===== src/rtl/lsu_pkg.sv =====
// Shared encodings for the load/store unit: access sizes, controller states
// and the alignment rule applied to every request.
package lsu_pkg;

  localparam logic [1:0] SZ_BYTE = 2'b00;
  localparam logic [1:0] SZ_HALF = 2'b01;
  localparam logic [1:0] SZ_WORD = 2'b10;

  typedef enum logic [1:0] {
    StIdle,
    StRd,
    StWr,
    StResp
  } lsu_state_e;

  // Size 2'b11 is reserved and always rejected.
  function automatic logic misaligned(input logic [1:0] size, input logic [1:0] off);
    case (size)
      SZ_BYTE: misaligned = 1'b0;
      SZ_HALF: misaligned = off[0];
      SZ_WORD: misaligned = |off;
      default: misaligned = 1'b1;
    endcase
  endfunction

endpackage


===== src/rtl/lsu_lane.sv =====
// Byte/halfword lane steering: extract-and-extend for loads and
// read-modify-write merge for sub-word stores.
module lsu_lane
  import lsu_pkg::*;
#(
  parameter bit LITTLE_END = 1'b1
) (
  input  logic [31:0] word_i,
  input  logic [31:0] wdata_i,
  input  logic [1:0]  off_i,
  input  logic [1:0]  size_i,
  input  logic        uns_i,
  output logic [31:0] ext_o,
  output logic [31:0] merged_o
);

  logic [4:0]  bshift;
  logic [4:0]  hshift;
  logic [31:0] bword;
  logic [31:0] hword;

  always_comb begin
    // Big-endian mirrors the lane index: byte 0 sits in the top lane.
    bshift = LITTLE_END ? {off_i, 3'b000} : {~off_i, 3'b000};
    hshift = LITTLE_END ? {off_i[1], 4'b0000} : {~off_i[1], 4'b0000};
    bword  = word_i >> bshift;
    hword  = word_i >> hshift;
  end

  always_comb begin
    case (size_i)
      SZ_BYTE: ext_o = {{24{~uns_i & bword[7]}}, bword[7:0]};
      SZ_HALF: ext_o = {{16{~uns_i & hword[15]}}, hword[15:0]};
      default: ext_o = word_i;
    endcase
  end

  always_comb begin
    case (size_i)
      SZ_BYTE: merged_o = (word_i & ~(32'h0000_00ff << bshift)) |
                          ({24'b0, wdata_i[7:0]} << bshift);
      SZ_HALF: merged_o = (word_i & ~(32'h0000_ffff << hshift)) |
                          ({16'b0, wdata_i[15:0]} << hshift);
      default: merged_o = wdata_i;
    endcase
  end

endmodule


===== src/rtl/lsu_dm_ctrl.sv =====
// Load/store controller for the word-addressed data memory; sub-word stores
// are performed as a read cycle followed by a merged write cycle.
module lsu_dm_ctrl
  import lsu_pkg::*;
#(
  parameter int unsigned DM_AW      = 10,
  parameter bit          LITTLE_END = 1'b1
) (
  input  logic             clk,
  input  logic             rstn,
  input  logic             req,
  input  logic             we,
  input  logic [1:0]       size,
  input  logic             uns,
  input  logic [31:0]      addr,
  input  logic [31:0]      wdata,
  output logic             ready,
  output logic             done,
  output logic             err,
  output logic [31:0]      rdata,
  output logic [DM_AW-1:0] dm_addr,
  output logic [31:0]      dm_din,
  output logic             dm_wr,
  input  logic [31:0]      dm_dout
);

  lsu_state_e       state_q;
  logic             we_q;
  logic [1:0]       size_q;
  logic             uns_q;
  logic [DM_AW+1:0] addr_q;
  logic [31:0]      wdata_q;
  logic [31:0]      word_q;
  logic [31:0]      rdata_q;
  logic             err_q;

  logic [31:0] lane_word;
  logic [31:0] lane_ext;
  logic [31:0] lane_merged;

  // Bits above the memory window alias by design.
  logic unused_addr;
  assign unused_addr = ^addr[31:DM_AW+2];

  // Loads extract straight from the memory bus; stores merge into the captured word.
  assign lane_word = (state_q == StRd) ? dm_dout : word_q;

  lsu_lane #(
    .LITTLE_END(LITTLE_END)
  ) u_lane (
    .word_i  (lane_word),
    .wdata_i (wdata_q),
    .off_i   (addr_q[1:0]),
    .size_i  (size_q),
    .uns_i   (uns_q),
    .ext_o   (lane_ext),
    .merged_o(lane_merged)
  );

  always_ff @(posedge clk) begin
    if (!rstn) begin
      state_q <= StIdle;
      we_q    <= 1'b0;
      size_q  <= 2'b00;
      uns_q   <= 1'b0;
      addr_q  <= '0;
      wdata_q <= '0;
      word_q  <= '0;
      rdata_q <= '0;
      err_q   <= 1'b0;
    end else begin
      unique case (state_q)
        StIdle: begin
          if (req) begin
            we_q    <= we;
            size_q  <= size;
            uns_q   <= uns;
            addr_q  <= addr[DM_AW+1:0];
            wdata_q <= wdata;
            if (misaligned(size, addr[1:0])) begin
              err_q   <= 1'b1;
              state_q <= StResp;
            end else begin
              err_q   <= 1'b0;
              state_q <= (we && size == SZ_WORD) ? StWr : StRd;
            end
          end
        end
        StRd: begin
          word_q <= dm_dout;
          if (we_q) begin
            state_q <= StWr;
          end else begin
            rdata_q <= lane_ext;
            state_q <= StResp;
          end
        end
        StWr: state_q <= StResp;
        StResp: begin
          err_q   <= 1'b0;
          state_q <= StIdle;
        end
        default: state_q <= StIdle;
      endcase
    end
  end

  assign ready   = (state_q == StIdle);
  assign done    = (state_q == StResp);
  assign err     = err_q;
  assign rdata   = rdata_q;
  assign dm_addr = addr_q[DM_AW+1:2];
  assign dm_wr   = (state_q == StWr);
  assign dm_din  = dm_wr ? lane_merged : '0;

endmodule


===== config.mk =====
export PLATFORM = sky130hd
export DESIGN_NAME = lsu_dm_ctrl
export DESIGN_NICKNAME = d
export VERILOG_FILES = /design/src/rtl/lsu_pkg.sv /design/src/rtl/lsu_lane.sv /design/src/rtl/lsu_dm_ctrl.sv
export SDC_FILE = /design/constraint.sdc
export NUM_CORES = 1
export LEC_CHECK = 0
export CAP_MARGIN = 20
export CORE_UTILIZATION = 30
export CTS_BUF_LIST = sky130_fd_sc_hd__clkbuf_4 sky130_fd_sc_hd__clkbuf_8 sky130_fd_sc_hd__clkbuf_16
export CTS_CLUSTER_SIZE = 20
export DETAILED_ROUTE_END_ITERATION = 7
export DONT_BUFFER_PORTS = 1
export GPL_TIMING_DRIVEN = 0
export SYNTH_ARGS = -nofsm -noshare
export SYNTH_HDL_FRONTEND = slang
export SYNTH_HIERARCHICAL = 1
export SYNTH_SLANG_ARGS = --single-unit

===== constraint.sdc =====
create_clock -name clk -period 5.3 [get_ports clk]
set_input_delay 1.06 -clock clk [delete_from_list [all_inputs] [get_ports clk]]
set_output_delay 1.06 -clock clk [all_outputs]
set_load 0.01 [all_outputs]

==> flow_summary.toml, run 1 <==
[critical_path]
path_max_fanout = 10
critPathArrivalTime_ns = 2.47
startpoint_type = "flop"
worstPathRequired_ns = 4.24
criticalPathCategory = "reg -> out"
crit_path_end_kind = "output port"
r2r_cells = 10

[clocking]
post_cts_resized = 0
clk_pin_slew_ns = 0.06
htree_levels = 4
clock-sinks = 115
cts_tree = "built"
cts-root-buf = "clkbuf_16"
worstSkewPairLatency_ns = 0.42
ctsLongestPathBuffers = 2
post-cts-setup-buffer-count = 0
postCtsHoldBufs = 0
cts_inserted_buffers = 17

[yosys]
synth_top_area_cell = "dfxtp_1"
netlist_area_um2 = 6130
synth_top_family_by_area = "simple AND/OR/NAND/NOR gates"
ys.flop_type = "dfxtp_1"
synthAdderAreaFrac_pct = 0.816
synth_compound_area_share_pct = 21.7
synth_edf_count = 0
yosys_warnings = 6
ys_ff_latch = 115
async_flop_share_pct = 0
synth-simple-area-share_pct = 23.8
synthMuxAreaShare_pct = 9.36
synth.area.top_cells = "dfxtp_1 38%, nand2_1 11%, a21boi_0 7.6%"
synth_top_area_share_pct = 37.5
synth_cells = 756
syn-num-nets = 863
avgSynthCellArea_um2 = 8.11
yosys.cell_types.count = 44
ys_seq_area_share_pct = 37.5
synth_xor_xnor_area_share_pct = 0

[sta]
hold_viol_final = 0
maxSlewHeadroom_pct = 63.4
finClkSkew_ns = 0.00582
rsz0062_at_grt = "false"
period_share_pct = 66.5
max_freq_ghz = 0.284
fin_crit_ns = 3.53
slew_viol_final = 0
finalSetupTns_ns = 0
worst_slew_pin_slew_ns = 0.550
setup_viol = 0
whs_ns = 0.463

[global_route]
grt_overflow = 0
grt_max_degree = 17
grt_pass1_vias = 5141
grtUsageTotal_pct = 19.5
grt_pass1_wl_mm = 30.8
antenna_found_initial = 0

[layout]
fillers = 2120
area_growth_pct = 14.7
diodes = 0
multiInputGateArea_um2 = 3420
layout-drive-gt1-share_pct = 15.6
seq_area_um2 = 2300
nets = 882

[route]
avgRoutedWirePerCell_um = 19.2
ant_nets = 0
avgViaCountPerCell = 5.03
vias = 5299
routed_wl_mm = 20.2
drcViolationCount = 0
drt_iter0_markers = 367
dr.pass1.iters = 4

[power_and_ir_drop]
cellPowerDensity_nw_per_um2 = 569
cellLeakagePower_nw = 2.61
ir_drop_uv = 267

[run_status]
status = "finished clean"

[die]
die_w_um = 145
initial_core_util_pct = 31.0
core_um2 = 19800
dieArea_um2 = 21000
ioPinCount = 181
die_h_um = 145
rows = 51

[placed_design]
dp_hpwl_mm = 15.7
gp_congestion = 0.899
port_buffers = 0

[worst_hold_path]
min_path_cells = 2
worstHoldPathType = "reg -> reg"

[job]
max_cap_violations = 0
power by group:
| group | total, mW | switching, mW | internal (mW) |
|---|---|---|---|
| sequential | 1.19 | 0.140 | 1.05 |
| clock | 1.11 | 0.418 | 0.690 |
| combinational | 1.71 | 1.03 | 0.677 |
| total | 4.01 | 1.59 | 2.42 |
area by class of cell:
| cell class | instances | area share, % |
|---|---|---|
| Sequential cell | 115 | 32.7 |
| Inverter | 5 | 0.267 |
| Buffer | 73 | 5.65 |
| Clock buffer | 18 | 6.15 |
| Tap cell | 265 | 4.71 |
| Clock inverter | 14 | 1.99 |
| Multi-Input combinational cell | 563 | 48.5 |
worst paths after layout:
path | slack [ns] | end | startpoint
max reg2reg | 2.56 | rdata[13] | state_q[1]
max | 1.77 | dm_din[9] | state_q[1]
min | 0.46 | addr_q[4] | addr_q[4]
min reg2reg | 0.46 | addr_q[4] | addr_q[4]
critical path, stage by stage (launching register included):
cell and delay (ns):
dfxtp_1 0.33, inv_1 0.08, ha_1 0.13, buf_2 0.21, buf_2 0.30, mux2_2 0.47, o22ai_1 0.18, a211oi_1 0.10
and2_1 0.22
per-layer routing:
| layer | up-vias | wire, um | global-route usage (%) |
|---|---|---|---|
| met4 | 0 | 338 | 5.85 |
| met5 | - | 0 | 0 |
| li1 | 2603 | - | - |
| met2 | 202 | 9230 | 31.1 |
| met1 | 2470 | 8870 | 24.0 |
| met3 | 24 | 1780 | 7.67 |
through the flow:
step	cell area [um2]	utilization (%)	cells	worst slack, ns	power, mW
2_1_floorplan	6130	-	756	2.47	2.43
6_report	7040	35.6	1053	1.77	4.01
3_3_place_gp	6470	32.7	1021	2.25	2.89
3_5_place_dp	6470	32.7	1021	2.23	2.92
5_1_grt	7040	35.6	1053	1.64	4.26
4_1_cts	7040	35.6	1053	1.77	4.03
cells in the final DEF (no fill, tap or decap), types with 15 or more instances in the layout:
master,Yosys,layout
nor2_1,43,43
dfxtp_1,115,115
a221o_1,15,15
buf_2,18,18
nand2_1,187,187
mux2_2,40,40
buf_4,21,21
a21boi_0,62,62
clkbuf_16,0,17
clkbuf_1,28,28
and2_1,65,65
o21ai_0,25,25
a21boi_1,18,18
registers in the layout, indices dropped and copies added, names as in the netlist:
signal   cells
err          1
state_q      2
uns_q        1
wdata_q     32
rdata       32
word_q      32
addr_q      12
size_q       2
we_q         1
Yosys cell counts, drive strengths merged (2+ instances only):
cell type,instances
inv,5
a22o,8
a31oi,9
o22ai,9
a21o,2
o21a,2
nand2b,8
mux2i,9
nor2b,3
o21ai,33
ha,4
nand3,10
nand2,187
a21boi,80
dfxtp,115
clkbuf,28
o31ai,8
nor2,43
a221o,15
a21oi,8
and2,65
a211oi,8
o32ai,2
mux2,41
buf,45
cells by family after synthesis:
group / Yosys count
AOI/OAI and AO/OA: 186
and+or+nand+nor: 322
buffers and inverters: 78
adders and majority gates: 4
DFF: 115
muxes: 51
(Power assumes the default switching activity.)
==> run 2, diff against run 1 <==
- clock period: 5.3 -> 3.1 ns (I/O delays scaled with it)
==> flow_summary.toml, run 2 (synthesis gave the netlist of run 1 again) <==
[placed_design]
pre_cts_ws_ns = 0.377
dp_hpwl_mm = 15.7
placed_cell_area_um2 = 6470
gp_congestion = 0.899
port_buffers = 0

[critical_path]
r2r_end = "rdata[8]"
startpoint_type = "flop"
path_max_fanout = 10
criticalPathCategory = "reg -> out"
worstPathRequired_ns = 2.48
crit_path_end_kind = "output port"
critPathArrivalTime_ns = 2.35
r2r_cells = 10
worst-r2r-setup-slack_ns = 0.48
reg2reg_from = "state_q[1]"

[worst_hold_path]
hold_start = "wdata[14]"
min_path_cells = 2
worstHoldPathType = "in -> reg"
holdPathEnd = "wdata_q[14]"

[layout]
layout_common_cells = "187 x nand2_1, 115 x dfxtp_1, 62 x a21boi_0"
final_util_pct = 35.8
layout-drive-gt1-share_pct = 16.8
layout_commonest_cell = "nand2_1"
stdcell_area_um2 = 7090
nets = 882
area_growth_pct = 15.5

[power_and_ir_drop]
cellPowerDensity_nw_per_um2 = 975
ir_drop_uv = 458
design_power_total_mw = 6.91
switchingPower_mw = 2.73
cellLeakagePower_nw = 2.64
clockPowerShare_pct = 27.4
switching_share_pct = 39.5
power.internal_mw = 4.18
combPwrFrac_pct = 43.1
seq_power_share_pct = 29.5

[global_route]
grtUsageTotal_pct = 19.5
grt_max_degree = 17
grt_pass1_vias = 5141
grt_pass1_wl_mm = 30.8
antenna_found_initial = 0
grt_overflow = 0

[sta]
max_freq_ghz = 0.336
worst_slew_pin_slew_ns = 0.540
maxSlewHeadroom_pct = 63.9
period_share_pct = 95.9
fin_ws_ns = 0.127
slew_viol_final = 0
setup_viol = 0
hold_viol_final = 0
fin_crit_ns = 2.97
finClkSkew_ns = 0.00627

[job]
max_cap_violations = 0

[run_status]
status = "finished clean"

[clocking]
clock-sinks = 115
postCtsHoldBufs = 0
post-cts-setup-buffer-count = 0
ctsLongestPathBuffers = 2
cts_inserted_buffers = 17
htree_levels = 4
cts_tree = "built"
cts-root-buf = "clkbuf_16"
post_cts_resized = 0
worstSkewPairLatency_ns = 0.42
clk_pin_slew_ns = 0.06

[die]
ioPinCount = 181
dieArea_um2 = 21000
core_um2 = 19800
die_h_um = 145
initial_core_util_pct = 31.0
die_w_um = 145
rows = 51

[route]
routed_wl_mm = 20.2
ant_nets = 0
drcViolationCount = 0
avgRoutedWirePerCell_um = 19.2
vias = 5315
dr.pass1.iters = 6
drt_iter0_markers = 408
avgViaCountPerCell = 5.04
## run 2: cell count changes in the layout (fill, tap and decap cells not counted)
cell / delta
buf_2: -4
mux2_2: -4
buf_4: +2
o31ai_2: +1
and2_4: +4
clkbuf_4: +2
and2_2: +4
and2_1: -8
mux2_4: +4
diode_2: +1
o31ai_1: -1
## run 2: stage by stage
step | hold slack (ns) | setup TNS [ns] | instances
floorplan | 0.438 | 0 | 756
detailed placement | 0.458 | 0 | 1021
global route | 0.326 | -0.000227 | 1053
CTS | 0.324 | 0 | 1053
global placement | 0.450 | 0 | 1021
finish | 0.333 | 0 | 1054
## run 2: worst max-delay path, cell delays in order, from the launching register on
cell and delay (ns):
dfxtp_1 0.37, inv_1 0.08, ha_1 0.17, clkbuf_4 0.19, buf_4 0.21, mux2_2 0.34, o22ai_1 0.10, a211oi_1 0.26
and2_4 0.21
## run 2: worst max path at each step
stage          startpoint          to  slack, ns  depth (start not counted)
4_1_cts        state_q[1]   dm_din[9]      0.007                          8
2_1_floorplan  state_q[1]   rdata[10]       0.74                         10
3_3_place_gp   state_q[0]    rdata[8]       0.41                          9
5_1_grt        state_q[1]  dm_din[29]    -0.0002                          8
3_5_place_dp   state_q[1]   rdata[13]       0.38                         10
6_report       state_q[1]  dm_din[10]       0.13                          8
## run 2: metal layers
layer	GRT usage [%]	vias to the layer above	part of all wire, %	wire length, um
met3	7.67	28	9.4	1890
met1	24.0	2478	44	8800
met5	0	-	0	0
met4	5.85	0	2.0	408
met2	31.1	207	45	9110
li1	-	2602	-	-
## run 2: layout make-up
| cell class | count | area (um2) |
|---|---|---|
| Tap cell | 265 | 332 |
| Clock buffer | 18 | 433 |
| Sequential cell | 115 | 2300 |
| Inverter | 5 | 18.8 |
| Clock inverter | 14 | 140 |
| Multi-Input combinational cell | 563 | 3450 |
| Fill cell | 2118 | 12700 |
| Antenna cell | 1 | 2.50 |
| Buffer | 73 | 408 |
## run 2: power by group through the flow
stage / Combinational (mW) / Clock (mW) / Sequential, mW
after floorplan: 2.18 / 0 / 1.99
after global placement: 2.88 / 0 / 2.06
after detailed placement: 2.91 / 0 / 2.07
after CTS: 2.92 / 1.93 / 2.04
after global routing: 3.26 / 2.01 / 2.08
final: 2.97 / 1.89 / 2.04
==> run 3, diff against run 2 <==
- SETUP_SLACK_MARGIN: unset -> 0.3
==> flow_summary.toml, run 3 (synthesis gave the netlist of run 1 again) <==
[job]
max_cap_violations = 0

[layout]
area_growth_pct = 21.3
multiInputGateArea_um2 = 3630
layout_common_cells = "187 x nand2_1, 112 x dfxtp_1, 62 x a21boi_0"
diodes = 0
final_cells = 1064
layout_commonest_cell = "nand2_1"
nets = 893
layout-drive-gt1-share_pct = 22.0
seq_area_um2 = 2310
fillers = 2095

[sta]
finalSetupTns_ns = 0
fin_crit_ns = 2.76
maxSlewHeadroom_pct = 52.6
worst_slew_pin_slew_ns = 0.709
slew_viol_final = 0
max_freq_ghz = 0.363
hold_viol_final = 0
rsz0062_at_grt = "false"
period_share_pct = 89.0
finClkSkew_ns = 0.00677
setup_viol = 0
fin_ws_ns = 0.342

[power_and_ir_drop]
ir_drop_uv = 459
cellLeakagePower_nw = 2.83
cellPowerDensity_nw_per_um2 = 994

[clocking]
cts-root-buf = "clkbuf_16"
worstSkewPairLatency_ns = 0.42
htree_levels = 4
ctsLongestPathBuffers = 2
postCtsHoldBufs = 0
clock-sinks = 115
cts_inserted_buffers = 17
clk_pin_slew_ns = 0.06
cts_tree = "built"

[global_route]
grt_pass1_vias = 5157
grtUsageTotal_pct = 19.6
grt_overflow = 0
use_met1_pct = 24.2
grt_pass1_wl_mm = 31.0
grt_max_degree = 17
grtUsageMet2_pct = 31.3
gr-usage-met3_pct = 7.64
grt_busiest_layer = "met2"
antenna_found_initial = 0

[critical_path]
path_max_fanout = 8
r2r_cells = 11
crit_family = "flip-flops"
reg2reg_from = "state_q[1]"
critPathArrivalTime_ns = 2.14
crit_slowest_cell = "dfxtp_2"
criticalPathCategory = "reg -> out"
startpoint_type = "flop"
r2r_end = "rdata[8]"
worstPathRequired_ns = 2.48
crit_path_end_kind = "output port"
crit_chain = "inv_2 -> ha_4 -> buf_12 -> clkbuf_16 -> mux2_2 -> o21ai_0 -> a31oi_1 -> and2_1"
crit_buf_inv = 3
worst-r2r-setup-slack_ns = 0.54
cpPeakStageDelay_ns = 0.36

[die]
dieArea_um2 = 21000
rows = 51
die_h_um = 145
initial_core_util_pct = 31.0
ioPinCount = 181
die_w_um = 145
core_um2 = 19800

[worst_hold_path]
holdPathEnd = "wdata_q[14]"
worstHoldPathType = "in -> reg"
min_path_cells = 2
hold_start = "wdata[14]"

[placed_design]
dp_hpwl_mm = 15.7
pre_cts_ws_ns = 0.377
dp_cells = 1021
port_buffers = 0
gp_congestion = 0.899

[route]
drt_iter0_markers = 362
dr.pass1.iters = 5
drcViolationCount = 0
avgRoutedWirePerCell_um = 19.5
routed_wl_mm = 20.8
avgViaCountPerCell = 5.12
vias = 5446
ant_nets = 0

[run_status]
status = "finished clean"
## run 3: repair_timing
item                                    CTS  global route
gates cloned                              0             2
pin swaps                                 1             3
resized for setup                        38            50
setup buffers                             0             9
hold endpoints to repair                  0             0
endpoints found under the setup margin   31            30
## run 3: worst max-delay path by stage
| stage | start | end | slack (ns) | cells after the start |
|---|---|---|---|---|
| global route | state_q[1] | dm_din[28] | 0.29 | 8 |
| global placement | state_q[0] | rdata[8] | 0.41 | 9 |
| CTS | state_q[1] | dm_din[15] | 0.29 | 8 |
| finish | state_q[1] | dm_din[19] | 0.34 | 8 |
| floorplan | state_q[1] | rdata[10] | 0.74 | 10 |
| detailed placement | state_q[1] | rdata[13] | 0.38 | 10 |
## run 3: cell type report
cell class	count	share of cell area, %
well taps	265	4.46
flip-flops and latches	115	31.0
repair buffers	11	1.58
clock buffers	18	5.82
plain buffers	73	6.19
multi-input cells	563	48.8
clock inverters	14	1.88
inverters	5	0.252
## run 3: routing by layer
layer  routed length [um]  part of all wire (%)
met5                    0                     0
met4                  349                   1.7
met2                 9570                    46
met3                 1930                   9.3
met1                 8930                    43
## run 3: worst register-to-register path, stage by stage, from the launching register on
cell	delay, ns
dfxtp_2	0.36
inv_2	0.06
ha_4	0.16
buf_12	0.14
buf_12	0.14
mux2_4	0.33
buf_4	0.17
mux4_2	0.45
nor3b_4	0.19
a221o_1	0.29
nand2_1	0.07
a21boi_0	0.07
## run 3: per-stage QoR
stage | power (mW) | hold WS, ns | area [um2] | utilization [%]
2_1_floorplan | 4.16 | 0.438 | 6130 | -
3_3_place_gp | 4.94 | 0.450 | 6470 | 32.7
3_5_place_dp | 4.99 | 0.458 | 6470 | 32.7
4_1_cts | 7.06 | 0.324 | 7150 | 36.2
5_1_grt | 7.82 | 0.326 | 7440 | 37.6
6_report | 7.39 | 0.333 | 7440 | 37.6
## run 3: report_power, final
group | switching [mW] | internal (mW) | leakage, nW
combinational | 1.91 | 1.53 | 1.62
clock | 0.715 | 1.18 | 0.271
sequential | 0.250 | 1.80 | 0.940
total | 2.88 | 4.52 | 2.83
